**config.mk**
```make
export PLATFORM = sky130hd
export DESIGN_NAME = inst_encoder
export DESIGN_NICKNAME = d
export VERILOG_FILES = /design/src/rtl/inst_enc_pkg.sv /design/src/rtl/enc_fifo.sv /design/src/rtl/inst_encoder.sv
export SDC_FILE = /design/constraint.sdc
export NUM_CORES = 1
export LEC_CHECK = 0
export BUFFER_PORTS_ARGS = -buffer_cell sky130_fd_sc_hd__buf_2
export CAP_MARGIN = 30
export CORE_ASPECT_RATIO = 0.9
export CORE_MARGIN = 5
export CORE_UTILIZATION = 59
export CTS_CLUSTER_DIAMETER = 60
export DETAILED_ROUTE_END_ITERATION = 8
export GPL_ROUTABILITY_DRIVEN = 0
export GPL_TIMING_DRIVEN = 0
export PLACE_DENSITY = 0.8
export SYNTH_ARGS = -nofsm -noshare
export SYNTH_HDL_FRONTEND = slang
export SYNTH_HIERARCHICAL = 1
export SYNTH_SLANG_ARGS = --single-unit
```
**constraint.sdc**
```tcl
create_clock -name clk -period 4.3 [get_ports clk]
set_input_delay 1.29 -clock clk [delete_from_list [all_inputs] [get_ports clk]]
set_output_delay 1.29 -clock clk [all_outputs]
set_load 0.05 [all_outputs]
```
**src/rtl/inst_enc_pkg.sv**
```systemverilog
`default_nettype none
// ============================================================================
//  Module   : inst_enc_pkg
//  Purpose  : Format codes, NOP word, immediate limits and FIFO entry type
//             shared by the RV32I instruction encoder.
//  Revision : 1.0 - initial release
// ============================================================================
package inst_enc_pkg;

    localparam logic [2:0] FMT_R = 3'd0;
    localparam logic [2:0] FMT_I = 3'd1;
    localparam logic [2:0] FMT_S = 3'd2;
    localparam logic [2:0] FMT_B = 3'd3;
    localparam logic [2:0] FMT_U = 3'd4;
    localparam logic [2:0] FMT_J = 3'd5;

    localparam logic [31:0] NOP_INST = 32'h0000_0013;

    localparam int IMM12_MIN = -2048;
    localparam int IMM12_MAX = 2047;
    localparam int BIMM_MIN  = -4096;
    localparam int BIMM_MAX  = 4094;
    localparam int JIMM_MIN  = -1048576;
    localparam int JIMM_MAX  = 1048574;

    typedef struct packed {
        logic        err;
        logic [31:0] addr;
        logic [31:0] inst;
    } enc_entry_t;

    function automatic logic in_range(input logic signed [31:0] v,
                                      input int                 lo,
                                      input int                 hi);
        return (v >= lo) && (v <= hi);
    endfunction

endpackage
`default_nettype wire

```
**src/rtl/enc_fifo.sv**
```systemverilog
`default_nettype none
// ============================================================================
//  Module   : enc_fifo
//  Purpose  : Synchronous FIFO holding encoded entries, with synchronous flush.
//  Revision : 1.0 - initial release
// ============================================================================
module enc_fifo #(
    parameter int DEPTH = 4,
    parameter int WIDTH = 65
) (
    input  logic             clk,
    input  logic             rst,
    input  logic             push,
    input  logic             pop,
    input  logic             flush,
    input  logic [WIDTH-1:0] wdata,
    output logic [WIDTH-1:0] rdata,
    output logic             full,
    output logic             empty
);

    localparam int             AW        = $clog2(DEPTH);
    localparam logic [AW:0]    c_ptr_one = {{AW{1'b0}}, 1'b1};

    // Pointers carry one extra wrap bit to tell full from empty.
    logic [AW:0]      r_wptr;
    logic [AW:0]      r_rptr;
    logic [WIDTH-1:0] r_mem [DEPTH];
    logic             w_push;
    logic             w_pop;

    assign full   = (r_wptr[AW] != r_rptr[AW]) && (r_wptr[AW-1:0] == r_rptr[AW-1:0]);
    assign empty  = (r_wptr == r_rptr);
    assign w_push = push && !full && !flush;
    assign w_pop  = pop && !empty && !flush;
    assign rdata  = r_mem[r_rptr[AW-1:0]];

    always_ff @(posedge clk or posedge rst) begin
        if (rst) begin
            r_wptr <= '0;
            r_rptr <= '0;
        end else if (flush) begin
            r_wptr <= '0;
            r_rptr <= '0;
        end else begin
            if (w_push) r_wptr <= r_wptr + c_ptr_one;
            if (w_pop)  r_rptr <= r_rptr + c_ptr_one;
        end
    end

    always_ff @(posedge clk) begin
        if (w_push) r_mem[r_wptr[AW-1:0]] <= wdata;
    end

endmodule
`default_nettype wire

```
**src/rtl/inst_encoder.sv**
```systemverilog
`default_nettype none
// ============================================================================
//  Module   : inst_encoder
//  Purpose  : Packs RV32I fields and a 32-bit immediate into instruction words,
//             tags each with an imem byte address and queues it for writing.
//  Revision : 1.0 - initial release
// ============================================================================
module inst_encoder
    import inst_enc_pkg::*;
#(
    parameter int          DEPTH     = 4,
    parameter logic [31:0] BASE_ADDR = 32'h0
) (
    input  logic        clk,
    input  logic        rst,
    input  logic        restart,
    input  logic        in_valid,
    output logic        in_ready,
    input  logic [2:0]  fmt,
    input  logic [6:0]  opcode,
    input  logic [4:0]  rd,
    input  logic [4:0]  rs1,
    input  logic [4:0]  rs2,
    input  logic [2:0]  funct3,
    input  logic [6:0]  funct7,
    input  logic [31:0] imm,
    output logic        out_valid,
    input  logic        out_ready,
    output logic [31:0] out_inst,
    output logic [31:0] out_addr,
    output logic        out_err,
    output logic [7:0]  err_count
);

    localparam int c_entry_w = $bits(enc_entry_t);

    logic signed [31:0] w_simm;
    logic [31:0]        w_enc;
    logic               w_bad;
    logic [31:0]        w_inst;
    logic               w_accept;
    logic               w_full;
    logic               w_empty;
    enc_entry_t         w_wentry;
    enc_entry_t         w_head;
    logic [31:0]        r_addr;
    logic [7:0]         r_err_cnt;

    assign w_simm = imm;

    always_comb begin
        w_enc = NOP_INST;
        w_bad = 1'b0;
        case (fmt)
            FMT_R: w_enc = {funct7, rs2, rs1, funct3, rd, opcode};
            FMT_I: begin
                w_enc = {imm[11:0], rs1, funct3, rd, opcode};
                w_bad = !in_range(w_simm, IMM12_MIN, IMM12_MAX);
            end
            FMT_S: begin
                w_enc = {imm[11:5], rs2, rs1, funct3, imm[4:0], opcode};
                w_bad = !in_range(w_simm, IMM12_MIN, IMM12_MAX);
            end
            FMT_B: begin
                w_enc = {imm[12], imm[10:5], rs2, rs1, funct3, imm[4:1], imm[11], opcode};
                w_bad = !in_range(w_simm, BIMM_MIN, BIMM_MAX) || imm[0];
            end
            FMT_U: begin
                w_enc = {imm[31:12], rd, opcode};
                w_bad = (imm[11:0] != 12'h000);
            end
            FMT_J: begin
                w_enc = {imm[20], imm[10:1], imm[11], imm[19:12], rd, opcode};
                w_bad = !in_range(w_simm, JIMM_MIN, JIMM_MAX) || imm[0];
            end
            default: w_bad = 1'b1;
        endcase
    end

    assign w_inst = w_bad ? NOP_INST : w_enc;

    // restart wins over a simultaneous accept; nothing is pushed that cycle.
    assign in_ready = !w_full;
    assign w_accept = in_valid && in_ready && !restart;

    assign w_wentry = '{err: w_bad, addr: r_addr, inst: w_inst};

    always_ff @(posedge clk or posedge rst) begin
        if (rst) begin
            r_addr    <= BASE_ADDR;
            r_err_cnt <= 8'd0;
        end else if (restart) begin
            r_addr    <= BASE_ADDR;
        end else if (w_accept) begin
            r_addr <= r_addr + 32'd4;
            if (w_bad && (r_err_cnt != 8'hFF)) r_err_cnt <= r_err_cnt + 8'd1;
        end
    end

    enc_fifo #(
        .DEPTH (DEPTH),
        .WIDTH (c_entry_w)
    ) u_fifo (
        .clk   (clk),
        .rst   (rst),
        .push  (w_accept),
        .pop   (out_valid && out_ready),
        .flush (restart),
        .wdata (w_wentry),
        .rdata (w_head),
        .full  (w_full),
        .empty (w_empty)
    );

    assign out_valid = !w_empty;
    assign out_inst  = out_valid ? w_head.inst : 32'h0;
    assign out_addr  = out_valid ? w_head.addr : 32'h0;
    assign out_err   = out_valid ? w_head.err  : 1'b0;
    assign err_count = r_err_cnt;

endmodule
`default_nettype wire

```
==> results of run 1 <==
[power groups by stage]
| stage | Sequential, mW | Clock, mW | Combinational, mW |
|---|---|---|---|
| floorplan | 3.45 | 0 | 1.29 |
| CTS | 3.33 | 2.59 | 1.85 |
| detailed placement | 3.38 | 0 | 1.83 |
| finish | 3.33 | 2.55 | 1.85 |
| global route | 3.33 | 2.72 | 1.96 |
| global placement | 3.38 | 0 | 1.81 |
[state kept, by name, indices dropped and copies added (netlist names)]
signal	count
u_fifo/r_wptr	3
err_count	8
u_fifo/r_mem	260
u_fifo/r_rptr	3
r_addr	30
[stage by stage]
stage | instances | hold WS [ns] | power, mW | setup slack (ns)
6_report | 1332 | 0.5223 | 7.727 | 0.1793
5_1_grt | 1332 | 0.5401 | 8.017 | 0.04195
4_1_cts | 1332 | 0.5284 | 7.769 | 0.07558
3_5_place_dp | 1276 | 0.4848 | 5.219 | -0.1327
3_3_place_gp | 1269 | 0.4839 | 5.189 | -0.3955
2_1_floorplan | 832 | 0.4941 | 4.738 | 0.6935
[layer usage]
metal / share of wire (%) / routed length [um] / GRT usage (%) / vias to the layer above
met5: 0 / 0 / 0 / -
met3: 6.7 / 1878 / 3.236 / 49
met1: 42 / 11730 / 31.69 / 3908
li1: - / - / - / 3539
met2: 49 / 13640 / 36.36 / 318
met4: 2.6 / 724 / 6.585 / 0
[final timing paths]
check,to,slack (ns),cells past startpoint
setup / recovery,out_inst[28],0.18,8
hold / removal,err_count[5],0.52,1
setup reg to reg,u_fifo/r_mem[0][21],0.35,11
hold reg to reg,err_count[5],0.52,1
max in group asynchronous,r_addr[6],2.84,2
min in group asynchronous,u_fifo/r_wptr[0],0.69,2
[area by class of cell]
class	instances	area (um2)
clock inverters	8	93.84
fillers	1395	6376
plain buffers	43	211.5
inverters	18	67.56
multi-input cells	467	3955
well taps	291	364.1
clock buffers	48	879.6
flip-flops and latches	304	8909
repair buffers	153	839.6
[cells in the mapped netlist, types with 3 or more instances]
| cell type | number | share of area [%] |
|---|---|---|
| and3_1 | 5 | 0.24 |
| nand3_1 | 14 | 0.54 |
| ha_1 | 7 | 0.67 |
| a21oi_1 | 27 | 1.0 |
| nand4_1 | 18 | 0.86 |
| clkbuf_1 | 26 | 0.75 |
| nor3b_1 | 3 | 0.17 |
| a31oi_1 | 3 | 0.14 |
| o21ai_0 | 10 | 0.38 |
| inv_1 | 18 | 0.52 |
| and2_1 | 4 | 0.19 |
| buf_2 | 11 | 0.42 |
| nor3_1 | 9 | 0.34 |
| mux2i_1 | 4 | 0.31 |
| xnor2_1 | 22 | 1.5 |
| or2_2 | 5 | 0.24 |
| dfrtp_1 | 44 | 8.4 |
| or3_1 | 4 | 0.19 |
| xor2_1 | 16 | 1.1 |
| o311ai_0 | 3 | 0.20 |
| nor2b_1 | 86 | 4.1 |
| nor4_1 | 6 | 0.29 |
| nor2_1 | 75 | 2.2 |
| mux4_2 | 65 | 11 |
| nand2_1 | 21 | 0.60 |
| a22oi_1 | 16 | 0.92 |
| o22a_1 | 6 | 0.40 |
| edfxtp_1 | 260 | 60 |
| buf_4 | 3 | 0.17 |
[kinds of logic after synthesis]
logic type,after synthesis,synth area share (%)
XOR/XNOR,39,2.671
flip-flops,304,68.16
buffers and inverters,61,2.058
AND/OR/NAND/NOR,262,10.68
other,1,0.02869
adder cells (fa/ha/maj),7,0.6701
AO/OA/AOI/OAI,80,4.050
multiplexers,71,11.68
[timing repair]
action / 4_1_cts / 5_1_grt
endpoints found under the setup margin: 38 / 21
cloned: 0 / 0
gates resized for setup: 7 / 5
==> impl_metrics.toml, run 1 <==
[setup_path]
critPathRequiredTime_ns = 3.01
endpoint_kind = "output port"
path_cells = "buf_2 > xnor2_2 > nand2_1 > nor2_4 > clkbuf_4 > buf_2 > nor2b_1 > buf_2"
worstSetupPathType = "reg -> out"
critPathBufInv = 4
crit-reg2reg-launch = "u_fifo/r_rptr[1]"
crit_arrival_ns = 2.83
cp_slowest_cell = "dfrtp_1"
critPathLaunchType = "flip-flop"
path_common_cell = "buf_2"
critPathMaxStageDelay_ns = 0.39
critPathLaunch = "u_fifo/r_rptr[1]"
crit_fanout = 10
critPathTopFamily = "buffers and inverters"

[routing]
drcViolationCount = 0
drt-pass1-iter-count = 5
wl_mm = 27.97
wire_per_inst_um = 21.00
drt_iter0_drc = 761
vias = 7814
via_per_inst = 5.866
ant_nets = 0

[die]
io_pins = 147
die_width_um = 166.9
rows = 51
core_um2 = 21700
dieArea_um2 = 25230
dieHeight_um = 151.2
start_util_pct = 60.24

[sta]
max_freq_mhz = 242.7
worst_pin_slew_ns = 0.8264
skew_ns = 0.01422
timing.final.crit_share_pct = 95.83
setup_violations = 0
max_slew_margin_pct = 44.82
rsz0062_at_grt = "false"
period_needed_ns = 4.121
drv_slew = 0
hold_violations = 0
setup_tns_ns = 0

[yosys]
synth-edff-count = 260
ys_types = 53
synth-async-reset-ratio_pct = 14.47
netlist_area_um2 = 13070
netlist_instances = 825
ys.warnings.count = 6
synth-main-ff-cell = "edfxtp_1"
synth_seq_area_share_pct = 68.16
syn_avg_cell_area_um2 = 15.84
ys_ff_latch = 304

[pwr]
swShare_pct = 31.02
p_per_area_nw_per_um2 = 504.4
pwr-share-clk_pct = 33.0
vdd_drop_max_mv = 0.3632
p_leak_nw = 5.356
power_switching_mw = 2.397
p_int_mw = 5.330
share_seq_of_total_power_pct = 43.1
comb_power_share_pct = 23.9

[clock_network]
root_buffer = "clkbuf_16"
cts_setup_buffers = 0
cts_tree = "done"
path_clk_slew_ns = 0.06
ctsHoldBuffers = 0
h-tree-depth = 1
worstSkewPairLatency_ns = 0.54
clockBufferDepth = 3
cts_made_buffers = 30
clock_sinks = 304

[grt]
grt_max_degree = 39
grt_pass1_vias = 7821
grt_pass1_wl_mm = 43.50
antenna_found_initial = 0
overflow = 0
track_usage_pct = 22.17

[layout]
design_area_um2 = 15320
nets = 1096
antenna_cells = 0
fin_util_pct = 70.61
final_cell_mix = "edfxtp_1 (260), buf_2 (159), nor2b_1 (86)"
syn2layout_area_growth_pct = 17.21
drive_gt1_share_pct = 28.53
final_common_cell = "edfxtp_1"

[run]
drv_cap = 0

[placed_design]
placed_cell_area_um2 = 14310
dp_hpwl_mm = 18.18
portBuffers = 146

[status]
outcome = "finished, final reports clean"

[worst_hold_path]
min_path_type = "reg -> reg"
hold_start = "err_count[5]"
Note: power is estimated with default switching activity, not from simulation.
==> inputs of run 2 (changes only) <==
- CORE_UTILIZATION: 59 -> 32
- PLACE_DENSITY: 0.8 -> unset
==> run 2 against run 1 <==
First-iteration DRC count fell by 31%; core utilization fell by 31 points; sequential cell count did not move; non-clock buffer count did not move; sequential share of layout area fell by 1.9 points; register-to-register slack improved by 0.03 ns; clock skew rose by 0.0043 ns.
==> impl_metrics.toml, run 2 (same netlist as run 1, synthesis figures left out) <==
[status]
outcome = "finished, final reports clean"

[clock_network]
cts_made_buffers = 35
cts_setup_buffers = 0
cts_tree = "done"
h-tree-depth = 2
path_clk_slew_ns = 0.06
clockBufferDepth = 3
clock_sinks = 304
root_buffer = "clkbuf_16"
worstSkewPairLatency_ns = 0.53

[run]
drv_cap = 0

[worst_hold_path]
min_path_type = "reg -> reg"
hold_start = "err_count[6]"
whs_path_depth = 1
min_to = "err_count[6]"

[layout]
drive_gt1_share_pct = 29.10
final_common_cell = "edfxtp_1"
final_cell_mix = "edfxtp_1 (260), buf_2 (158), nor2b_1 (85)"
design_area_um2 = 15830
syn2layout_area_growth_pct = 21.13
nets = 1101
nFillCells = 3783
largest_reg_flops = 260

[routing]
vias = 7720
wire_per_inst_um = 19.29
drt_iter0_drc = 527
drt-pass1-iter-count = 5
ant_nets = 0
drcViolationCount = 0
wl_mm = 30.65
via_per_inst = 4.858

[sta]
setup_violations = 0
drv_slew = 0
skew_ns = 0.01854
hold_violations = 0
max_freq_mhz = 245.1
timing.final.crit_share_pct = 94.89
setup_tns_ns = 0
whs_ns = 0.5080
layout_setup_ws_ns = 0.2199
period_needed_ns = 4.080
max_slew_margin_pct = 43.40
rsz0062_at_grt = "false"
worst_pin_slew_ns = 0.8489

[placed_design]
dp_hpwl_mm = 20.34
post-place-ws_ns = -0.4337
portBuffers = 146
placed_cell_area_um2 = 14650

[pwr]
p_leak_nw = 5.463
p_per_area_nw_per_um2 = 512.1
vdd_drop_max_mv = 0.3683

[setup_path]
critPathLaunchType = "flip-flop"
crit-reg2reg-launch = "u_fifo/r_rptr[1]"
worstSetupPathType = "reg -> out"
r2r_end = "u_fifo/r_mem[0][21]"
critPathMaxStageDelay_ns = 0.48
crit_arrival_ns = 2.79
crit_fanout = 10
path_cells = "buf_2 > xnor2_2 > nand2_1 > nor2_4 > clkbuf_1 > nor2b_1 > buf_2"
endpoint_kind = "output port"
r2r_cells = 11
cp_slowest_cell = "clkbuf_1"
path_common_cell = "buf_2"
critPathBufInv = 3
critPathRequiredTime_ns = 3.01
r2r_slack_ns = 0.38
critPathTopFamily = "buffers and inverters"

[die]
dieArea_um2 = 44990
rows = 70
core_um2 = 40460
die_width_um = 223.0
start_util_pct = 32.30
dieHeight_um = 201.7
io_pins = 147

[grt]
overflow = 0
antenna_found_initial = 0
grt_pass1_vias = 7969
grt_max_degree = 54
track_usage_pct = 13.55
grt_pass1_wl_mm = 47.51
## run 2: cell count changes in the layout (fill, tap and decap cells not counted), moves of 3 or more
cell,delta
buf_12,-4
buf_16,+4
clkbuf_1,-3
clkbuf_16,+5
clkinv_1,+3
inv_6,+3
## run 2: worst reg2reg max path, cell delays in order (launching register included)
cell and delay, ns:
dfrtp_1 0.37, buf_2 0.23, xnor2_2 0.22, nand2_1 0.20, nor2_1 0.14, nor2b_1 0.20, buf_2 0.26, nor2b_2 0.46
inv_1 0.10, a311oi_1 0.54, and2_4 0.52, buf_16 0.32
## run 2: worst max-delay path by stage
stage | slack [ns] | from | cells after the start | end
finish | 0.22 | u_fifo/r_rptr[1] | 7 | out_addr[30]
global route | 0.009 | u_fifo/r_rptr[1] | 7 | out_addr[30]
CTS | 0.05 | u_fifo/r_rptr[1] | 8 | out_inst[28]
detailed placement | -0.43 | imm[31] | 9 | u_fifo/r_mem[2][31]
global placement | -0.91 | imm[11] | 8 | u_fifo/r_mem[2][30]
floorplan | 0.69 | in_valid | 6 | u_fifo/r_mem[0][0]
## run 2: cell type report
type | instances | area [um2] | share of cell area [%]
Antenna cell | 1 | 2.502 | 0.01581
Buffer | 43 | 214.0 | 1.351
Clock buffer | 48 | 965.9 | 6.101
Clock inverter | 15 | 172.7 | 1.091
Inverter | 18 | 67.56 | 0.4268
Multi-Input combinational cell | 467 | 3946 | 24.93
Sequential cell | 304 | 8909 | 56.27
Tap cell | 540 | 675.6 | 4.268
Timing Repair Buffer | 153 | 878.3 | 5.548
## run 2: routing by layer
layer | global-route usage [%] | part of all wire [%] | vias up | wire length, um
met4 | 4.004 | 2.2 | 0 | 681
met5 | 0 | 0 | - | 0
met1 | 18.97 | 46 | 3922 | 14100
li1 | - | - | 3554 | -
met3 | 2.655 | 4.6 | 46 | 1406
met2 | 21.60 | 47 | 198 | 14460
## run 2: timing repair
item                                    in CTS  in global routing
endpoints found under the setup margin      66                106
hold buffers                                 0                  0
gates resized for setup                      8                  5
## run 2: metrics by stage
step	util (%)	cells	power, mW
floorplan	-	832	4.738
global placement	35.85	1518	5.261
detailed placement	36.20	1524	5.274
CTS	39.07	1587	8.234
global route	39.12	1588	8.469
finish	39.12	1589	8.107
## run 2: power by group
group          total (mW)  leakage (nW)  internal (mW)  switching [mW]
Sequential           3.32          2.91           3.27          0.0510
Clock                2.91         0.549           1.77            1.14
Combinational        1.87          2.00          0.541            1.33
